[config.mk]
export PLATFORM = sky130hd
export DESIGN_NAME = regfile_seq
export DESIGN_NICKNAME = d
export VERILOG_FILES = /design/src/rtl/regseq_pkg.sv /design/src/rtl/regseq_ptr_cache.sv /design/src/rtl/regfile_seq.sv
export SDC_FILE = /design/constraint.sdc
export NUM_CORES = 1
export LEC_CHECK = 0
export CAP_MARGIN = 20
export CELL_PAD_IN_SITES_DETAIL_PLACEMENT = 1
export CELL_PAD_IN_SITES_GLOBAL_PLACEMENT = 2
export CORE_AREA = 4 4 54 105
export DETAILED_ROUTE_END_ITERATION = 8
export DIE_AREA = 0 0 58 109
export HOLD_SLACK_MARGIN = 0.05
export PLACE_DENSITY_LB_ADDON = 0.1
export SKIP_CTS_REPAIR_TIMING = 1
export SLEW_MARGIN = 20
export SYNTH_ARGS = -nofsm -noshare
export SYNTH_HDL_FRONTEND = slang
export SYNTH_SLANG_ARGS = --single-unit
[constraint.sdc]
create_clock -name CLK -period 1.5 [get_ports CLK]
set_input_delay 0.3 -clock CLK [delete_from_list [all_inputs] [get_ports CLK]]
set_output_delay 0.3 -clock CLK [all_outputs]
set_load 0.1 [all_outputs]
[src/rtl/regseq_pkg.sv]
// regseq_pkg: shared types and constants for the register-file sequencer.
//   op_e     request opcode (WRITE / MOV / READ / reserved)
//   state_e  sequencer FSM state
//   MOV_DEST_IDX  register implicitly written by a MOV (the register file wires MOV to r7)
package regseq_pkg;

    localparam int unsigned DEFAULT_REG_W = 8;
    localparam int unsigned DEFAULT_IDX_W = 3;
    localparam int unsigned MOV_DEST_IDX  = 7;

    typedef enum logic [1:0] {
        OP_WRITE = 2'd0,
        OP_MOV   = 2'd1,
        OP_READ  = 2'd2,
        OP_RSVD  = 2'd3
    } op_e;

    typedef enum logic [1:0] {
        StIdle,
        StSetSrc,
        StSetDest,
        StExec
    } state_e;

    // Ops that go through the src/dest pointer-load cycles.
    function automatic logic needs_ptrs(op_e op);
        return (op == OP_WRITE) || (op == OP_READ);
    endfunction

endpackage

[src/rtl/regseq_ptr_cache.sv]
// regseq_ptr_cache: shadow copy of the register file's src and dest pointers.
// Ports:
//   CLK, RST_N          clock, async active-low reset (clears both valid bits)
//   ptr_inval           external pointer change; clears both valid bits, wins over updates
//   upd_src / upd_dest  load src_idx / dest_idx into the shadow and mark it valid
//   src_idx / dest_idx  index to compare against (and to load on update)
//   src_hit / dest_hit  shadow is valid, equal to the index, and not being invalidated
module regseq_ptr_cache
    import regseq_pkg::*;
#(
    parameter int unsigned IDX_W = DEFAULT_IDX_W
) (
    input  logic             CLK,
    input  logic             RST_N,
    input  logic             ptr_inval,
    input  logic             upd_src,
    input  logic             upd_dest,
    input  logic [IDX_W-1:0] src_idx,
    input  logic [IDX_W-1:0] dest_idx,
    output logic             src_hit,
    output logic             dest_hit
);

    logic [IDX_W-1:0] src_q, dest_q;
    logic             src_v_q, dest_v_q;

    // A same-cycle ptr_inval means the real pointer may already differ, so no hit.
    assign src_hit  = src_v_q && (src_q == src_idx) && !ptr_inval;
    assign dest_hit = dest_v_q && (dest_q == dest_idx) && !ptr_inval;

    always_ff @(posedge CLK or negedge RST_N) begin
        if (!RST_N) begin
            src_q    <= '0;
            dest_q   <= '0;
            src_v_q  <= 1'b0;
            dest_v_q <= 1'b0;
        end else if (ptr_inval) begin
            src_v_q  <= 1'b0;
            dest_v_q <= 1'b0;
        end else begin
            if (upd_src) begin
                src_q   <= src_idx;
                src_v_q <= 1'b1;
            end
            if (upd_dest) begin
                dest_q   <= dest_idx;
                dest_v_q <= 1'b1;
            end
        end
    end

endmodule

[src/rtl/regfile_seq.sv]
// regfile_seq: turns one (dest, src, rt) request into register-file pointer-load cycles
// followed by a single execute cycle.
// Optional feature: define REGSEQ_PTR_CACHE_EN to skip pointer loads that would rewrite
// a pointer the register file already holds.
// Ports:
//   CLK, RST_N                    clock, async active-low reset
//   req_valid / req_ready         request handshake (ready only in idle)
//   req_op, req_dest, req_src,
//   req_rt, req_data              request fields, latched on accept
//   alu_result                    ALU output, forwarded as write data in a WRITE execute
//   ptr_inval                     external pointer change (used only with the cache)
//   REGWRITE, SETSRC, SETDEST,
//   MOV, rt_index, write_value    register file controls
//   done, op_err                  execute-cycle pulses (op_err for the reserved op)
module regfile_seq
    import regseq_pkg::*;
#(
    parameter int unsigned REG_W = DEFAULT_REG_W,
    parameter int unsigned IDX_W = DEFAULT_IDX_W
) (
    input  logic             CLK,
    input  logic             RST_N,
    input  logic             req_valid,
    output logic             req_ready,
    input  logic [1:0]       req_op,
    input  logic [IDX_W-1:0] req_dest,
    input  logic [IDX_W-1:0] req_src,
    input  logic [IDX_W-1:0] req_rt,
    input  logic [REG_W-1:0] req_data,
    input  logic [REG_W-1:0] alu_result,
    input  logic             ptr_inval,
    output logic             REGWRITE,
    output logic             SETSRC,
    output logic             SETDEST,
    output logic             MOV,
    output logic [IDX_W-1:0] rt_index,
    output logic [REG_W-1:0] write_value,
    output logic             done,
    output logic             op_err
);

    state_e           state_q;
    op_e              op_q;
    logic [IDX_W-1:0] dest_q, src_q, rt_q;
    logic [REG_W-1:0] data_q;
    logic             src_hit, dest_hit;

`ifdef REGSEQ_PTR_CACHE_EN
    logic [IDX_W-1:0] cmp_src, cmp_dest;

    // In idle the hit decision is for the incoming request; afterwards for the latched one.
    assign cmp_src  = (state_q == StIdle) ? req_src : src_q;
    assign cmp_dest = (state_q == StIdle) ? req_dest : dest_q;

    regseq_ptr_cache #(
        .IDX_W (IDX_W)
    ) u_ptr_cache (
        .CLK      (CLK),
        .RST_N    (RST_N),
        .ptr_inval(ptr_inval),
        .upd_src  (state_q == StSetSrc),
        .upd_dest (state_q == StSetDest),
        .src_idx  (cmp_src),
        .dest_idx (cmp_dest),
        .src_hit  (src_hit),
        .dest_hit (dest_hit)
    );
`else
    logic unused_ptr_inval;

    assign unused_ptr_inval = ptr_inval;
    assign src_hit          = 1'b0;
    assign dest_hit         = 1'b0;
`endif

    always_ff @(posedge CLK or negedge RST_N) begin
        if (!RST_N) begin
            state_q <= StIdle;
            op_q    <= OP_WRITE;
            dest_q  <= '0;
            src_q   <= '0;
            rt_q    <= '0;
            data_q  <= '0;
        end else begin
            unique case (state_q)
                StIdle: begin
                    if (req_valid) begin
                        op_q   <= op_e'(req_op);
                        dest_q <= req_dest;
                        src_q  <= req_src;
                        rt_q   <= req_rt;
                        data_q <= req_data;
                        if (!needs_ptrs(op_e'(req_op))) begin
                            state_q <= StExec;
                        end else if (!src_hit) begin
                            state_q <= StSetSrc;
                        end else if (!dest_hit) begin
                            state_q <= StSetDest;
                        end else begin
                            state_q <= StExec;
                        end
                    end
                end
                StSetSrc:  state_q <= dest_hit ? StExec : StSetDest;
                StSetDest: state_q <= StExec;
                StExec:    state_q <= StIdle;
                default:   state_q <= StIdle;
            endcase
        end
    end

    // Controls depend only on registered state and latched fields; alu_result passes
    // through in a WRITE execute because the ALU reads the freshly loaded pointers.
    always_comb begin
        req_ready   = 1'b0;
        REGWRITE    = 1'b0;
        SETSRC      = 1'b0;
        SETDEST     = 1'b0;
        MOV         = 1'b0;
        rt_index    = '0;
        write_value = '0;
        done        = 1'b0;
        op_err      = 1'b0;
        unique case (state_q)
            StIdle:    req_ready = 1'b1;
            StSetSrc: begin
                SETSRC   = 1'b1;
                rt_index = src_q;
            end
            StSetDest: begin
                SETDEST  = 1'b1;
                rt_index = dest_q;
            end
            StExec: begin
                done = 1'b1;
                unique case (op_q)
                    OP_WRITE: begin
                        REGWRITE    = 1'b1;
                        rt_index    = rt_q;
                        write_value = alu_result;
                    end
                    OP_MOV: begin
                        REGWRITE    = 1'b1;
                        MOV         = 1'b1;
                        write_value = data_q;
                    end
                    OP_READ:  rt_index = rt_q;
                    default:  op_err = 1'b1;
                endcase
            end
            default: req_ready = 1'b0;
        endcase
    end

endmodule

# ---- Word level (Yosys, flattened, before mapping)
# Cells that the tools add are included.
dict set report op_classes {
  add_sub_neg 0
  multipliers 0
  div 0
  n_lt_le_gt_ge 0
  n_eq_ne 7
  shifts 0
  muxes 17
  bitwise_logic 0
  n_reduce_logical 8
}
# operator count
set ops {}
lappend ops {{$pmux W8 S2} 1}
lappend ops {{$mux W1} 10}
lappend ops {{$pmux W3 S3} 1}
lappend ops {{$eq A2 B2 Y1 const B} 4}
lappend ops {{$mux W8} 1}
lappend ops {{$pmux W2 S4} 1}
lappend ops {{$logic_not A2 Y1} 3}
lappend ops {{$eq A2 B1 Y1 const B} 2}
lappend ops {{$mux W2} 2}
lappend ops {{$reduce_or A2 Y1} 2}
lappend ops {{$mux W3} 1}
lappend ops {{$reduce_or A3 Y1} 1}
lappend ops {{$ne A2 B2 Y1 const B} 1}
lappend ops {{$reduce_and A2 Y1} 1}
lappend ops {{$logic_or A1 B1 Y1} 1}
dict set report totals {
  reg_bits 21
  latch_bits 0
  ramBits 0
  rom_bits 0
  input_bits 31
  out_inout_bits 18
  wordCells 38
  n_memories 0
}

# ---- Depth between registers and ports, before layout
# Gate-level depths: netlist (run 1).
dict set report logic_depth {
  ltp_word 5
  ltp_mapped 6
  depth_no_buf 4
}

# ---- Worst setup path before layout (run 1)
# OpenSTA, ideal clock, no wires.
dict set report synth_timing {
  path_type {reg2out}
  start {reg state_q[1]}
  end {out rt_index[0]}
  arrival_time_ns 3.042
  required_time_ns 1.200
  setup_slack_ns -1.842
  stages_incl_launch_ff 5
  path_buffers 0
  cell_sequence {dfrtp_1 inv_1 ha_1 a22oi_1 a21oi_1}
}
dict set report synth_via {
  elab_chain_cells 2
  elab_cells_between_ends 4
  cone_classes {eq/ne: 3; mux: 1}
}
# item line
set synth_lines {}
lappend synth_lines {{from (decl)} regfile_seq.sv:42} ;# state_e state_q;
lappend synth_lines {{from (signal assigned)} regfile_seq.sv:78} ;# state_q <= StIdle;
lappend synth_lines {{from (signal assigned)} regfile_seq.sv:94} ;# state_q <= StExec;
lappend synth_lines {{from (signal assigned)} regfile_seq.sv:96} ;# state_q <= StSetSrc;
lappend synth_lines {{$eq A2 B2 Y1 or $eq A2 B1 Y1 (tied branches)} regfile_seq.sv:124} ;# unique case (state_q)
lappend synth_lines {{$pmux W3 S3 *} regfile_seq.sv:124}
lappend synth_lines {{to (decl)} regfile_seq.sv:36} ;# output logic [IDX_W-1:0] rt_index,
# Mark *: on every way between the ends. The rest lies on a longest branch, timed or not.

# ---- Worst setup path after layout (run 1)
dict set report layout_timing {
  start {reg state_q[0]}
  end {out write_value[3]}
}
dict set report layout_via {
  elab_chain_cells 2
}
# item line
set layout_lines {}
lappend layout_lines {{$eq A2 B2 Y1} regfile_seq.sv:124}
lappend layout_lines {{$mux W8} regfile_seq.sv:124}
lappend layout_lines {{to (decl)} regfile_seq.sv:37} ;# output logic [REG_W-1:0] write_value,
# Every way passes these cells.

==> summary.txt, run 1 <==
Clock tree
  • # clock sinks: 21
  • H-tree Lvls: 1
  • Clk slew on worst S/H paths: 80 ps
  • Clk_lat worst skew: 260 ps
  • Max Root-Sink Buffers: 2
  • Total CTS buffers: 3
  • Clock root buffer: clkbuf_8
  • CTS tree: yes

Placement
  • DP HPWL: between 2000 and 3000 µm
  • Placed cell count: between 150 and 200
  • IO Port Bufs: 47
  • RePlAce Congestion: 0.731

STA
  • Fmax: roughly 560 MHz
  • Fin worst setup slack: -282 ps
  • Final slew viol count: 0
  • Final setup vio count: 20
  • RSZ-0062 raised after global routing: yes
  • Min cycle time layout: about 1800 ps
  • Worst-margin pin slew: 328 ps
  • Max-slew headroom: a little under 80%
  • Clock skew: just under 6 ps
  • Minimum hold slack: between 300 and 400 ps
  • Hold violation total from the final report: 0
  • Setup TNS: -4030 ps
  • Final Cycle Share: 119%

GRT
  • Global-route usage over all layers: about a tenth
  • First-pass GRT wire length: between 5000 and 6000 µm
  • Initial antenna violation count: 0
  • GRT overflow: 0
  • Vias in the first global route: around 1000
  • Largest net degree at the start of global routing: 22

Setup path
  • Slowest CP cell: dfrtp_2
  • Startpoint types: flop
  • Worst path buffer plus inverter count: 2
  • Setup crit end kind: output pin
  • Critical Path RT: around 1200 ps
  • Setup Crit Path Kind: reg2out
  • Crit path max-delay family: flip-flops
  • CP max stage delay: approximately 450 ps
  • Crit path cell chain: ha_4, nand2b_4, clkbuf_16, nor2_4, buf_12
  • Max FO, Critical Path: 6
  • Critical path arrival: 1480 ps

Final layout
  • Finished Layout Cells: 204
  • Filler cell count: ~510
  • ANT cells: 0
  • Area of the multi-input gates: between 700 and 800 µm²
  • Register area: 528 µm²
  • Synth-to-layout area growth: 96.9%
  • Final Util: between 40 and 50%
  • Share of layout cells above drive strength 1: between 50% and 60%
  • Final #Nets: between 150 and 200

Drt
  • 1st-pass router iterations: 2
  • Via density: around 4.4
  • Routed WL: approximately 3300 µm
  • Residual DRC: 0
  • Initial DRC Count: 3
  • Via count: 897
  • Post-route ant nets: 0
  • Wire per inst: between 15 and 20 µm

Synthesis
  • Post-synth ARST share: 100%
  • Seq cells post-synth: 21
  • Synth area leader: dfrtp_1
  • Avg Inst Size Synth: ~13 µm²
  • Post-Syn Instances: 87
  • Adder-cell share of the synthesized area: 4.56%
  • Count leader, synth: dfrtp_1
  • Main combinational cell family by area after synthesis: multiplexers
  • Count of different cell masters after synthesis: 17
  • Simple-Gate Fraction of Synth Area: 8.31%
  • Area of the mapped netlist: 0.00110 mm²
  • Seq/Total Area, Yosys: 47.8%
  • Post-synthesis mux area share: 31.1%
  • Compound-Gate Fraction of Synth Area: 4.33%
  • Post-synth top area share: a little under half
  • Prevailing post-synth register cell: dfrtp_1
  • Syn nets: between 100 and 150
  • Top cells by area, synth: dfrtp_1 48%, mux2_4 14%, mux2_2 9.2%
  • XOR/XNOR share of the synthesized area: 0%
  • Number of synthesized flops with an enable pin: 0
  • Synth cell count leaders: 21 x dfrtp_1, 12 x nor2_1, 10 x mux2_4, 9 x mux2_2, 9 x mux2i_1
  • Synth warn: 0

Die
  • Initial cell density of the core: roughly 23%
  • Die ar.: 0.00632 mm²
  • Die Wd: about 58 µm
  • Core ar.: a little under 0.005 mm²
  • Vert. Die Dim: about 110 µm
  • Cell Rows: 36
  • IO Count: 49

Run status
  • Violated checks: negative setup slack
  • Status: finished, violations left

Run
  • MaxCap Viol Count: 0

Hold path
  • Hold crit path type: in2async
[sequential cells by signal, indices dropped and copies added (netlist names)]
register	flops
data_q	8
op_q	2
src_q	3
state_q	2
dest_q	3
rt_q	3
[worst reg2reg max path, delay by kind of cell (launching register included)]
kind | cells | cell delay (ps)
DFF | 1 | 450
buffers and inverters | 1 | 90
muxes | 1 | 390
and+or+nand+nor | 1 | 260
adders and majority gates | 1 | 200
[stage by stage]
stage	area [µm²]	worst slack, ps
after floorplan	1310	-430
after global placement	2080	-53.6
after detailed placement	2080	-85.7
after CTS	2120	-299
after global routing	2160	-339
final	2160	-282
[placed cells by master, fill, tap and decap left out, types with 2 or more instances in the layout]
cell type         n
clkdlybuf4s50_1  29
buf_12           20
dfrtp_1          19
mux2_4           10
buf_4            10
mux2i_1           9
nor2_4            9
mux2_2            9
ha_4              4
nand3b_1          3
a22oi_2           3
a21oi_4           3
nor2_1            3
clkbuf_8          3
inv_2             2
a21oi_1           2
dfrtp_2           2
[routing by layer]
| layer | track usage, % | vias up | part of all wire (%) |
|---|---|---|---|
| li1 | - | 421 | - |
| met1 | 11.8 | 440 | 35 |
| met2 | 19.3 | 32 | 58 |
| met3 | 1.78 | 4 | 4.9 |
| met4 | 3.98 | 0 | 1.5 |
| met5 | 0 | - | 0 |
[path summary, 6_finish.rpt]
kind | start | to | slack (ps) | cells after the start
worst max register to register | state_q[0] | src_q[0] | -10 | 4
worst min-delay path | RST_N | data_q[2] | 390 | 2
worst max-delay path | state_q[0] | write_value[3] | -280 | 5
min in group CLK | data_q[5] | data_q[5] | 510 | 1
worst min register to register | data_q[5] | data_q[5] | 510 | 1
max in group asynchronous | RST_N | state_q[1] | 870 | 2
[layout make-up]
| cell class | count | area share, % |
|---|---|---|
| inverters | 4 | 0.868 |
| multi-input cells | 58 | 32.8 |
| well taps | 57 | 3.30 |
| clock buffers | 4 | 2.08 |
| repair buffers | 60 | 36.6 |
| flip-flops and latches | 21 | 24.4 |
[cell families after synthesis]
kind of cell | after synthesis
compound gates | 8
fa+ha+maj | 4
buf+inv | 8
flops | 21
mux | 28
simple gates | 18
Power of run 1 is not shown: default switching activity piles up to over one toggle a cycle in this logic, so the estimate is an artifact.
==> run 2: changes to the inputs <==
--- a/config.mk
+++ b/config.mk
@@ -14,7 +14,6 @@
 export HOLD_SLACK_MARGIN = 0.05
 export PLACE_DENSITY_LB_ADDON = 0.1
 export SKIP_CTS_REPAIR_TIMING = 1
-export SLEW_MARGIN = 20
 export SYNTH_ARGS = -nofsm -noshare
 export SYNTH_HDL_FRONTEND = slang
 export SYNTH_SLANG_ARGS = --single-unit
==> results of run 2 <==
No change in the layout: final DEF, timing and power equal those of run 1.
Power of run 2 is left out for the same reason.
==> run 3: changes to the inputs <==
--- a/config.mk
+++ b/config.mk
@@ -13,7 +13,6 @@
 export DIE_AREA = 0 0 58 109
 export HOLD_SLACK_MARGIN = 0.05
 export PLACE_DENSITY_LB_ADDON = 0.1
-export SKIP_CTS_REPAIR_TIMING = 1
 export SYNTH_ARGS = -nofsm -noshare
 export SYNTH_HDL_FRONTEND = slang
 export SYNTH_SLANG_ARGS = --single-unit
==> summary.txt, run 3 (same netlist as run 1, synthesis figures left out) <==
Clock tree
  • Clk_lat worst skew: about 260 ps
  • Clk slew on worst S/H paths: about 80 ps
  • Max Root-Sink Buffers: 2
  • H-tree Lvls: 1
  • Clock root buffer: clkbuf_8
  • Total CTS buffers: 3
  • # clock sinks: 21
  • CTS tree: yes

STA
  • Final slew viol count: 0
  • Hold violation total from the final report: 0
  • Final Cycle Share: 117%
  • Min cycle time layout: between 1500 and 2000 ps
  • Setup TNS: -3680 ps
  • Max-slew headroom: 78.3%
  • Fin worst setup slack: -261 ps
  • Clock skew: ~3.0 ps
  • Minimum hold slack: 390 ps
  • Final setup vio count: 19
  • Worst-margin pin slew: approximately 320 ps
  • RSZ-0062 raised after global routing: yes
  • Fmax: about 570 MHz

Run status
  • Violated checks: negative setup slack
  • Status: finished, violations left

Placement
  • Placed cell area: around 0.0021 mm²
  • DP HPWL: approximately 2500 µm
  • RePlAce Congestion: 0.731
  • IO Port Bufs: 47

Drt
  • Via count: 892
  • Post-route ant nets: 0
  • Routed WL: about 3100 µm
  • Residual DRC: 0
  • Via density: between 4 and 5
  • Initial DRC Count: 3
  • Wire per inst: ~15 µm
  • 1st-pass router iterations: 2

Die
  • Core ar.: 0.00486 mm²
  • Die Wd: ~58 µm
  • Vert. Die Dim: ~110 µm
  • Initial cell density of the core: 22.6%
  • Cell Rows: 36
  • IO Count: just under 50
  • Die ar.: approximately 0.0063 mm²

Setup path
  • Critical Path RT: 1200 ps
  • CP max stage delay: 450 ps
  • FF-to-FF End: src_q[0]
  • Max FO, Critical Path: 4
  • Slowest CP cell: dfrtp_2
  • Startpoint types: flop
  • Crit path cell chain: inv_2, ha_4, a22oi_2, a21oi_4, buf_12
  • Worst R2R Path Depth: 4
  • Worst path buffer plus inverter count: 2
  • Crit path max-delay family: flip-flops
  • Reg2Reg Setup Slack: 0 ps
  • Setup crit end kind: output pin
  • Critical path arrival: ~1500 ps
  • Setup Crit Path Kind: reg2out
  • Reg2reg start: state_q[0]

GRT
  • Vias in the first global route: 1034
  • Initial antenna violation count: 0
  • First-pass GRT wire length: between 5000 and 6000 µm
  • Global-route usage over all layers: about a tenth
  • GRT overflow: 0
  • Largest net degree at the start of global routing: 22

Final layout
  • Post-route cell area: 0.00215 mm²
  • Final Util: around 44%
  • Share of layout cells above drive strength 1: 54.1%
  • Most frequent cells in the layout: 29 x clkdlybuf4s50_1, 20 x buf_12, 19 x dfrtp_1
  • ANT cells: 0
  • Commonest non-fill, non-tap cell in the layout: clkdlybuf4s50_1
  • Synth-to-layout area growth: 95.3%
  • Final #Nets: around 180
  • Most flops, register: data_q
  • Max reg flops: 8

Hold path
  • Hold crit path type: in2async

Run
  • MaxCap Viol Count: 0
run 3: cell types whose count changed in the layout (fill, tap and decap cells not counted):
cell / delta
buf_4: -2
buf_6: +2
clkbuf_16: -1
run 3: what timing repair did:
item	CTS	global route
hold buffers	0	0
pin swaps	2	0
gates resized for setup	0	2
endpoints found under the setup margin	27	37
buffers inserted	2	2
run 3: cell type report:
type	count	area (µm²)
Fill cell	509	2720
Timing Repair Buffer	59	773
Multi-Input combinational cell	58	709
Sequential cell	21	528
Tap cell	57	71.3
Clock buffer	4	45.0
Inverter	4	18.8
run 3: worst max path at each step:
stage / start / endpoint / slack [ps] / cells past startpoint
floorplan: state_q[1] / rt_index[0] / -430 / 4
global placement: req_valid / src_q[1] / -50 / 3
detailed placement: req_valid / dest_q[1] / -90 / 3
CTS: state_q[1] / rt_index[0] / -290 / 5
global route: state_q[1] / rt_index[0] / -330 / 5
finish: state_q[1] / rt_index[0] / -260 / 5
run 3: through the flow:
stage               std cells  setup slack (ps)
finish                    203              -261
global route              203              -326
CTS                       202              -288
detailed placement        197             -85.7
global placement          197             -53.6
floorplan                  87              -430
run 3: worst register-to-register path, delay by kind of cell, from the launching register on:
kind	cells	cell delay [ps]
buffers and inverters	1	90
AND/OR/NAND/NOR	1	260
flip-flops	1	450
multiplexers	1	390
adder cells (fa/ha/maj)	1	200
run 3: routing by layer:
layer  global-route usage [%]  vias up  share of wire, %
li1                         -      418                 -
met1                     12.0      438                36
met2                     19.4       32                58
met3                     1.78        4               5.0
met4                     3.98        0               1.6
met5                        0        -                 0
Power of run 3 is left out for the same reason.
